[config.mk]
export PLATFORM = sky130hd
export DESIGN_NAME = rl7_decoder
export DESIGN_NICKNAME = d
export VERILOG_FILES = /design/src/rtl/rl7_decoder.sv
export SDC_FILE = /design/constraint.sdc
export NUM_CORES = 1
export LEC_CHECK = 0
export ABC_AREA = 1
export BUFFER_PORTS_ARGS = -buffer_cell sky130_fd_sc_hd__buf_4
export CAP_MARGIN = 25
export CORE_MARGIN = 1.5
export CORE_UTILIZATION = 36
export DETAILED_ROUTE_END_ITERATION = 8
export GPL_ROUTABILITY_DRIVEN = 0
export PLACE_DENSITY = 0.51
export SYNTH_ARGS = -nofsm -noshare
export SYNTH_HDL_FRONTEND = slang
export SYNTH_SLANG_ARGS = --single-unit
export TNS_END_PERCENT = 20
[constraint.sdc]
create_clock -name clk -period 3.3 [get_ports clk]
set_input_delay 0.66 -clock clk [delete_from_list [all_inputs] [get_ports clk]]
set_output_delay 0.66 -clock clk [all_outputs]
set_load 0.005 [all_outputs]
[src/rtl/rl7_decoder.sv]
// rtl/rl7_decoder.sv - run-length (RL7) / CLUT8 pass-through line pixel decoder
//
// Ports:
//   clk, reset     rising-edge clock, synchronous active-high reset
//   st             line length select: 1 = 360 pixels, 0 = 384 pixels
//   hsync          single-cycle line start: clears the pixel counter, restarts decode
//   rl_enable      1 = RL7 decode, 0 = byte pass-through; sampled at hsync/reset only
//   in_write       upstream byte valid
//   in_pixel[7:0]  upstream byte
//   in_strobe      decoder ready for an upstream byte
//   out_write      decoded pixel valid
//   out_pixel[7:0] decoded pixel index
//   out_strobe     sink ready for a pixel
//
// RL7 codes: 0ccccccc = one pixel of colour c; 1ccccccc,n = n pixels of colour c,
// with n = 0 meaning "fill to end of line". Output never runs past the line end.
module rl7_decoder (
    input  logic       clk,
    input  logic       reset,
    input  logic       st,
    input  logic       hsync,
    input  logic       rl_enable,
    input  logic       in_write,
    input  logic [7:0] in_pixel,
    output logic       in_strobe,
    output logic       out_write,
    output logic [7:0] out_pixel,
    input  logic       out_strobe
);

    typedef enum logic [2:0] {
        S_CMD,
        S_COUNT,
        S_RUN,
        S_FILL,
        S_DONE
    } state_t;

    state_t     state;
    logic [8:0] count;
    logic [7:0] remaining;
    logic [6:0] color;
    logic       rl_mode;

    logic [8:0] line_len;
    logic       line_end;
    logic       last_pixel;
    logic       in_xfer;
    logic       out_xfer;

    assign line_len   = st ? 9'd360 : 9'd384;
    assign line_end   = (count >= line_len);
    // True when the pixel now on the bus is the final one of the line.
    assign last_pixel = ((count + 9'd1) >= line_len);
    assign in_xfer    = in_write && in_strobe;
    assign out_xfer   = out_write && out_strobe;

    // Handshakes in decode mode depend only on registered state and line_end,
    // so the upstream and sink handshakes never form a combinational loop.
    always_comb begin
        in_strobe = 1'b0;
        out_write = 1'b0;
        out_pixel = 8'h00;
        if (!reset) begin
            if (!rl_mode) begin
                in_strobe = out_strobe && !line_end;
                out_write = in_write && !line_end;
                out_pixel = in_pixel;
            end else begin
                out_pixel = {1'b0, color};
                case (state)
                    S_CMD:          in_strobe = !line_end;
                    S_COUNT:        in_strobe = 1'b1;
                    S_RUN, S_FILL:  out_write = !line_end;
                    default:        ;
                endcase
            end
        end
    end

    always_ff @(posedge clk) begin
        if (reset) begin
            state     <= S_CMD;
            count     <= 9'd0;
            remaining <= 8'd0;
            color     <= 7'd0;
            rl_mode   <= rl_enable;
        end else if (hsync) begin
            // Any transfer on the hsync cycle is dropped: the new line starts clean.
            state   <= S_CMD;
            count   <= 9'd0;
            rl_mode <= rl_enable;
        end else begin
            if (out_xfer) begin
                count <= count + 9'd1;
            end
            if (rl_mode) begin
                case (state)
                    S_CMD: begin
                        if (line_end) begin
                            state <= S_DONE;
                        end else if (in_xfer) begin
                            color <= in_pixel[6:0];
                            if (in_pixel[7]) begin
                                state <= S_COUNT;
                            end else begin
                                remaining <= 8'd1;
                                state     <= S_RUN;
                            end
                        end
                    end
                    S_COUNT: begin
                        if (in_xfer) begin
                            if (in_pixel == 8'd0) begin
                                state <= S_FILL;
                            end else begin
                                remaining <= in_pixel;
                                state     <= S_RUN;
                            end
                        end
                    end
                    S_RUN: begin
                        if (line_end) begin
                            state <= S_DONE;
                        end else if (out_xfer) begin
                            remaining <= remaining - 8'd1;
                            // Line end wins over run end; leftover count is dropped.
                            if (last_pixel) begin
                                state <= S_DONE;
                            end else if (remaining == 8'd1) begin
                                state <= S_CMD;
                            end
                        end
                    end
                    S_FILL: begin
                        if (line_end || (out_xfer && last_pixel)) begin
                            state <= S_DONE;
                        end
                    end
                    S_DONE: ;
                    default: state <= S_CMD;
                endcase
            end
        end
    end

endmodule

# Yosys cells after proc, flatten, opt, wreduce, memory -nomap -nowiden
# Index checks and enable logic that the tools add are counted.
[totals]
reg_bits = 28
input_bits = 15
wordCells = 74
[op_classes]
n_addsub = 2
order_cmp = 2
n_eq_ne = 16
mux = 30
bitwise_logic = 3
reduce_logical = 16
[op_table]
columns = ["cell", "n"]
rows = [
  ["8-bit 2-to-1 mux", 10],
  ["3-bit 2-to-1 mux", 8],
  ["8-bit one-hot mux with 3 select lines", 1],
  ["9-bit >= comparator", 2],
  ["2-bit inequality test (second input constant)", 8],
  ["3-bit one-hot mux with 5 select lines", 1],
  ["10-bit AND reduction", 1],
  ["9-bit by 1-bit adder with 9-bit output (second input constant)", 1],
  ["8-bit by 1-bit equality test with 1-bit output (second input constant)", 1],
  ["8-bit logical NOT", 1],
  ["1-bit 2-to-1 mux", 8],
  ["8-bit by 1-bit subtractor with 8-bit output (second input constant)", 1],
  ["7-bit AND reduction", 1],
  ["3-bit by 2-bit equality test with 1-bit output (second input constant)", 2],
  ["3-bit inequality test (second input constant)", 2],
  ["1-bit logical AND", 5],
  ["5-bit AND reduction", 1],
  ["4-bit inequality test (second input constant)", 1],
  ["2-bit OR reduction", 2],
  ["3-bit by 1-bit equality test with 1-bit output (second input constant)", 1],
  ["3-bit equality test (second input constant)", 1],
  ["3-bit logical NOT", 1],
  ["1-bit inverter", 3],
  ["3-bit nonzero test", 1],
  ["5 further kinds", 5],
]

# Depth between registers and ports, before layout
[depth]
ltp_word = 11
mapped_depth = 18

# Worst setup path after synthesis
# OpenSTA, ideal clock, no wires.
[synth_path]
path_kind = "in2out"
startpoint = "input port st"
endpoint = "output port in_strobe"
arrival_ps = 1722
required_time_ps = 2640
path_slack_ps = 918
path_stages = 10
n_path_buf = 0
path_cell_list = "inv_1 > ha_1 > nand2_1 > nand2_1 > nand2_1 > nand2_1 > nor2_2 > nand4_2 > nand2_1 > and2_4"
[synth_via]
elab_chain_cells = 6
[synth_lines]
columns = ["element", "line", "source"]
rows = [
  ["from (decl)", "20", "input logic st,"],
  ["8-bit 2-to-1 mux *", "51", "assign line_len = st ? 9'd360 : 9'd384;"],
  ["9-bit >= comparator *", "52", "assign line_end = (count >= line_len);"],
  ["1-bit logical NOT *", "66, 72", ""],
  ["1-bit one-hot mux with 2 select lines / 1-bit logical AND (equally long branches)", "71, 66", ""],
  ["1-bit 2-to-1 mux *", "65", "if (!rl_mode) begin"],
  ["1-bit 2-to-1 mux *", "64", "if (!reset) begin"],
  ["to (decl)", "25", "output logic in_strobe,"],
]
# Every way passes the cells marked *; elsewhere a longest branch is shown, timed or not.

# Final worst setup path
[layout_path]
startpoint = "input port st"
endpoint = "output port out_write"
[layout_via]
elab_chain_cells = 6
[layout_lines]
columns = ["element", "line", "source"]
rows = [
  ["8-bit 2-to-1 mux *", "51", ""],
  ["9-bit >= comparator *", "52", ""],
  ["1-bit logical NOT *", "67, 74", ""],
  ["1-bit 2-to-1 mux / 1-bit logical AND (equally long branches)", "71, 67", ""],
  ["1-bit 2-to-1 mux *", "65", ""],
  ["1-bit 2-to-1 mux *", "64", ""],
  ["to (decl)", "26", "output logic out_write,"],
]
# Marked as above.

==> report_table.html <==
<table>
<tr><th>Metric</th><th>Value</th></tr>
<tr><th colspan="2">Global route</th></tr>
<tr><td>Global-route total usage across every layer</td><td>0.172</td></tr>
<tr><td>First-pass GRT wire length</td><td>8790 um</td></tr>
<tr><td>Vias in the first global route</td><td>1,800</td></tr>
<tr><td>Pin count of the biggest net entering global routing</td><td>21</td></tr>
<tr><td>Antenna violations before repair</td><td>0</td></tr>
<tr><td>Overflow left after global routing</td><td>0</td></tr>
<tr><th colspan="2">Layout</th></tr>
<tr><td>Syn-to-layout area delta</td><td>13.0%</td></tr>
<tr><td>Most common library cell in the layout ignoring fill and taps</td><td>sky130_fd_sc_hd__nand2_1</td></tr>
<tr><td>Final std cell area, no fill</td><td>2450 um2</td></tr>
<tr><td>Fraction of final layout cells with drive strength greater than 1</td><td>0.174</td></tr>
<tr><td>Number of antenna repair diodes</td><td>0</td></tr>
<tr><td>Most frequent cells in the layout</td><td>sky130_fd_sc_hd__nand2_1, sky130_fd_sc_hd__inv_1, sky130_fd_sc_hd__nor2_1</td></tr>
<tr><td>Nets@finish</td><td>368</td></tr>
<tr><th colspan="2">Synthesis</th></tr>
<tr><td>Number of enable flip-flop cells after synthesis</td><td>1</td></tr>
<tr><td>Synthesized net count</td><td>348</td></tr>
<tr><td>Distinct cells, synth</td><td>40</td></tr>
<tr><td>Share of synthesized registers carrying an async set or reset</td><td>0</td></tr>
<tr><td>Post-synthesis instance total</td><td>320</td></tr>
<tr><td>Synth Cell Area</td><td>2170 um2</td></tr>
<tr><td>Per-instance average area after synthesis</td><td>6.79 um2</td></tr>
<tr><td>Yosys warnings</td><td>0</td></tr>
<tr><td>Top FF cell, synth</td><td>sky130_fd_sc_hd__dfxtp_1</td></tr>
<tr><td>Part of the Yosys area used for sequential elements</td><td>0.263</td></tr>
<tr><td>Synthesis-stage register bit count</td><td>28</td></tr>
<tr><th colspan="2">Worst setup path</th></tr>
<tr><td>Category of cells accounting for the largest share of critical-path delay</td><td>simple AND/OR/NAND/NOR gates</td></tr>
<tr><td>Slowest CP cell</td><td>sky130_fd_sc_hd__ha_1</td></tr>
<tr><td>Count of cells along the worst register-to-register path</td><td>15</td></tr>
<tr><td>Worst Path Buf+Inv</td><td>3</td></tr>
<tr><td>CP startpoint</td><td>st</td></tr>
<tr><td>Capture instance of the worst register-to-register path</td><td>state[0]$_SDFFE_PP0P_</td></tr>
<tr><td>Reg-to-reg critical path startpoint</td><td>count[2]$_SDFFE_PP0P_</td></tr>
<tr><td>Worst setup path category</td><td>in -&gt; out</td></tr>
<tr><td>Max incr delay on CP</td><td>0.31 ns</td></tr>
<tr><td>Kind of end point of the critical path</td><td>primary output</td></tr>
<tr><td>CP startpoint kind</td><td>input port</td></tr>
<tr><td>Required time of the worst setup path</td><td>2.64 ns</td></tr>
<tr><td>Reg-to-reg slack, setup</td><td>0.56 ns</td></tr>
<tr><td>Max FO, Critical Path</td><td>5</td></tr>
<tr><td>Worst path most repeated cell</td><td>sky130_fd_sc_hd__nand2_1</td></tr>
<tr><td>Cell count along the critical path</td><td>11</td></tr>
<tr><td>End point of the critical path</td><td>out_write</td></tr>
<tr><td>Worst Path Arrival</td><td>2.08 ns</td></tr>
<tr><td>Cell Chain, Critical Path</td><td>buf_4 &gt; inv_1 &gt; ha_1 &gt; nand2_1 &gt; nand2_1 &gt; nand2_1 &gt; nand2_1 &gt; nor2_2 &gt; nand2_1 &gt; nor3_1 &gt; buf_4</td></tr>
<tr><th colspan="2">STA</th></tr>
<tr><td>Fin. max-slew vios</td><td>0</td></tr>
<tr><td>Slew of the pin with the lowest slew margin</td><td>0.715 ns</td></tr>
<tr><td>Largest clock skew in the final design</td><td>0.00354 ns</td></tr>
<tr><td>Ratio of final minimum period to clock period</td><td>0.830</td></tr>
<tr><td>Finish-stage setup viols</td><td>0</td></tr>
<tr><td>Final setup TNS</td><td>0 ns</td></tr>
<tr><td>RSZ-0062 raised after global routing</td><td>no</td></tr>
<tr><td>Worst rel slew slack</td><td>0.521</td></tr>
<tr><td>Minimum clock period after layout</td><td>2.74 ns</td></tr>
<tr><td>Highest clock rate</td><td>0.365 GHz</td></tr>
<tr><td>Fin. Hold Viols</td><td>0</td></tr>
<tr><th colspan="2">Routing</th></tr>
<tr><td>Average wire length per cell after detail routing</td><td>12.6 um</td></tr>
<tr><td>Pre-Repair DR Iteration Count</td><td>4</td></tr>
<tr><td>Count of unresolved DRC violations after routing</td><td>0</td></tr>
<tr><td>Remaining antenna violation count after routing</td><td>0</td></tr>
<tr><td>Iteration-0 DRC count of the detailed router</td><td>121</td></tr>
<tr><td>Vias per cell</td><td>4.89</td></tr>
<tr><td>Via count</td><td>2,026</td></tr>
<tr><td>Detailed Route WL</td><td>5210 um</td></tr>
<tr><th colspan="2">Clocking</th></tr>
<tr><td>Worst-Skew Late Latency</td><td>0.28 ns</td></tr>
<tr><td>Post-CTS clock slew at the launch and capture registers of the worst setup and hold paths</td><td>0.10 ns</td></tr>
<tr><td>Number of clock sinks seen by CTS</td><td>28</td></tr>
<tr><td>Cts bufs inserted</td><td>3</td></tr>
<tr><td>Count of H-tree levels built during CTS</td><td>1</td></tr>
<tr><td>Clock tree from TritonCTS</td><td>built</td></tr>
<tr><td>Count of hold buffers inserted by post-cts repair</td><td>0</td></tr>
<tr><td># resized after CTS</td><td>0</td></tr>
<tr><td>Setup Buffers After CTS</td><td>0</td></tr>
<tr><td>Maximum root-to-sink buffer count</td><td>2</td></tr>
<tr><td>CTS root buffer</td><td>sky130_fd_sc_hd__clkbuf_8</td></tr>
<tr><th colspan="2">Floorplanning</th></tr>
<tr><td>Floorplan core area</td><td>5890 um2</td></tr>
<tr><td>Area of the die</td><td>6510 um2</td></tr>
<tr><td>Count of pins on the block boundary</td><td>25</td></tr>
<tr><td>Die boundary width</td><td>80.7 um</td></tr>
<tr><td>Floorplan die height</td><td>80.7 um</td></tr>
<tr><td>Cell Rows</td><td>28</td></tr>
<tr><td>Starting density of the core</td><td>0.369</td></tr>
<tr><th colspan="2">Placement</th></tr>
<tr><td>Standard cell area after detailed placement</td><td>2390 um2</td></tr>
<tr><td>Count of input and output buffers</td><td>24</td></tr>
<tr><td>Final HPWL DP</td><td>4100 um</td></tr>
<tr><th colspan="2">Power and ir drop</th></tr>
<tr><td>Power Dens Cells</td><td>332 nW/um2</td></tr>
<tr><td>Sequential share of power</td><td>0.456</td></tr>
<tr><td>Pleak</td><td>0.00106 uW</td></tr>
<tr><td>Share of total power in the clock network</td><td>0.306</td></tr>
<tr><td>Internal power summed over all cells</td><td>564 uW</td></tr>
<tr><td>Worst voltage drop across the vdd grid</td><td>152 uV</td></tr>
<tr><td>NetSw</td><td>251 uW</td></tr>
<tr><td>Logic pwr share</td><td>0.238</td></tr>
<tr><td>Sw Ratio</td><td>0.308</td></tr>
<tr><th colspan="2">Job</th></tr>
<tr><td>Max-cap violation count</td><td>0</td></tr>
<tr><th colspan="2">Worst hold path</th></tr>
<tr><td>Hold/Removal Path Class</td><td>reg -&gt; reg</td></tr>
<tr><th colspan="2">Status</th></tr>
<tr><td>Outcome</td><td>complete, no violations</td></tr>
</table>
-- area by class of cell --
type | instances | area [um2]
repair buffers | 25 | 188
multi-input cells | 231 | 1340
fillers | 650 | 3430
inverters | 51 | 191
flip-flops and latches | 28 | 571
clock buffers | 4 | 66.3
well taps | 75 | 93.8
-- how the worst min path moves through the flow --
stage,to,from,cells after the start
final,color[0]$_SDFFE_PP0P_,color[0]$_SDFFE_PP0P_,2
after global routing,color[0]$_SDFFE_PP0P_,color[0]$_SDFFE_PP0P_,2
after detailed placement,color[1]$_SDFFE_PP0P_,color[1]$_SDFFE_PP0P_,2
after floorplan,color[3]$_SDFFE_PP0P_,color[3]$_SDFFE_PP0P_,2
after global placement,color[1]$_SDFFE_PP0P_,color[1]$_SDFFE_PP0P_,2
after CTS,color[1]$_SDFFE_PP0P_,color[1]$_SDFFE_PP0P_,2
-- logic make-up (layout without fill, tap and decap cells) --
kind of cell,after synthesis,count (layout),share of synthesized area
simple gates,137,137,0.308
compound gates,76,76,0.216
buf+inv,61,80,0.119
flops,28,28,0.263
fa+ha+maj,13,13,0.0749
xor+xnor,5,5,0.0202
-- synth_stat cells, types with 5 or more instances --
cell type,number,area [um2]
sky130_fd_sc_hd__nor3_1,5,25.0
sky130_fd_sc_hd__a21oi_1,28,140
sky130_fd_sc_hd__o21ai_0,24,120
sky130_fd_sc_hd__inv_1,47,176
sky130_fd_sc_hd__ha_1,13,163
sky130_fd_sc_hd__nand4_1,5,31.3
sky130_fd_sc_hd__a211oi_2,7,87.6
sky130_fd_sc_hd__nand3_1,20,100
sky130_fd_sc_hd__o21ai_1,5,25.0
sky130_fd_sc_hd__nand2_1,50,188
sky130_fd_sc_hd__dfxtp_1,27,541
sky130_fd_sc_hd__xor2_1,5,43.8
sky130_fd_sc_hd__nor2_1,39,146
-- power by group through the flow --
stage | Sequential, uW | Clock [uW] | Combinational [uW]
after floorplan | 370 | 0 | 142
after global placement | 380 | 0 | 195
after detailed placement | 379 | 0 | 194
after CTS | 372 | 261 | 195
after global routing | 375 | 272 | 221
final | 371 | 250 | 194
-- flip-flops by register name (all words and copies together) (netlist names) --
| name | cells |
|---|---|
| count | 9 |
| state | 3 |
| color | 7 |
| remaining | 8 |
| rl_mode | 1 |
-- per-stage QoR --
stage	worst slack, ns	hold WS [ns]	utilization	power, uW	std cells
CTS	0.545	0.482	0.417	827	414
detailed placement	0.540	0.466	0.406	573	410
finish	0.561	0.479	0.417	815	414
global route	0.239	0.499	0.417	867	414
floorplan	0.918	0.455	-	512	320
global placement	0.529	0.462	0.406	575	410
-- routing by layer --
layer / vias up / GRT usage / wire length, um
li1: 1099 / - / -
met1: 897 / 0.266 / 2840
met2: 28 / 0.249 / 2130
met3: 2 / 0.0318 / 224
met4: 0 / 0.0207 / 19
met5: - / 0 / 0
-- worst register-to-register path, stage by stage (launching register included) --
cell	delay, ns
sky130_fd_sc_hd__dfxtp_1	0.49
sky130_fd_sc_hd__nand3_1	0.17
sky130_fd_sc_hd__nor2_1	0.17
sky130_fd_sc_hd__nand2_1	0.10
sky130_fd_sc_hd__nor3_1	0.22
sky130_fd_sc_hd__xor2_1	0.15
sky130_fd_sc_hd__ha_1	0.37
sky130_fd_sc_hd__nand2_1	0.07
sky130_fd_sc_hd__nor2_1	0.09
sky130_fd_sc_hd__nand3_1	0.14
sky130_fd_sc_hd__nand4_1	0.12
sky130_fd_sc_hd__nand2_1	0.07
sky130_fd_sc_hd__a21oi_1	0.23
sky130_fd_sc_hd__nand3_1	0.12
sky130_fd_sc_hd__nand2_1	0.09
sky130_fd_sc_hd__nor2_1	0.04
Note: power is estimated with default switching activity, not from simulation.
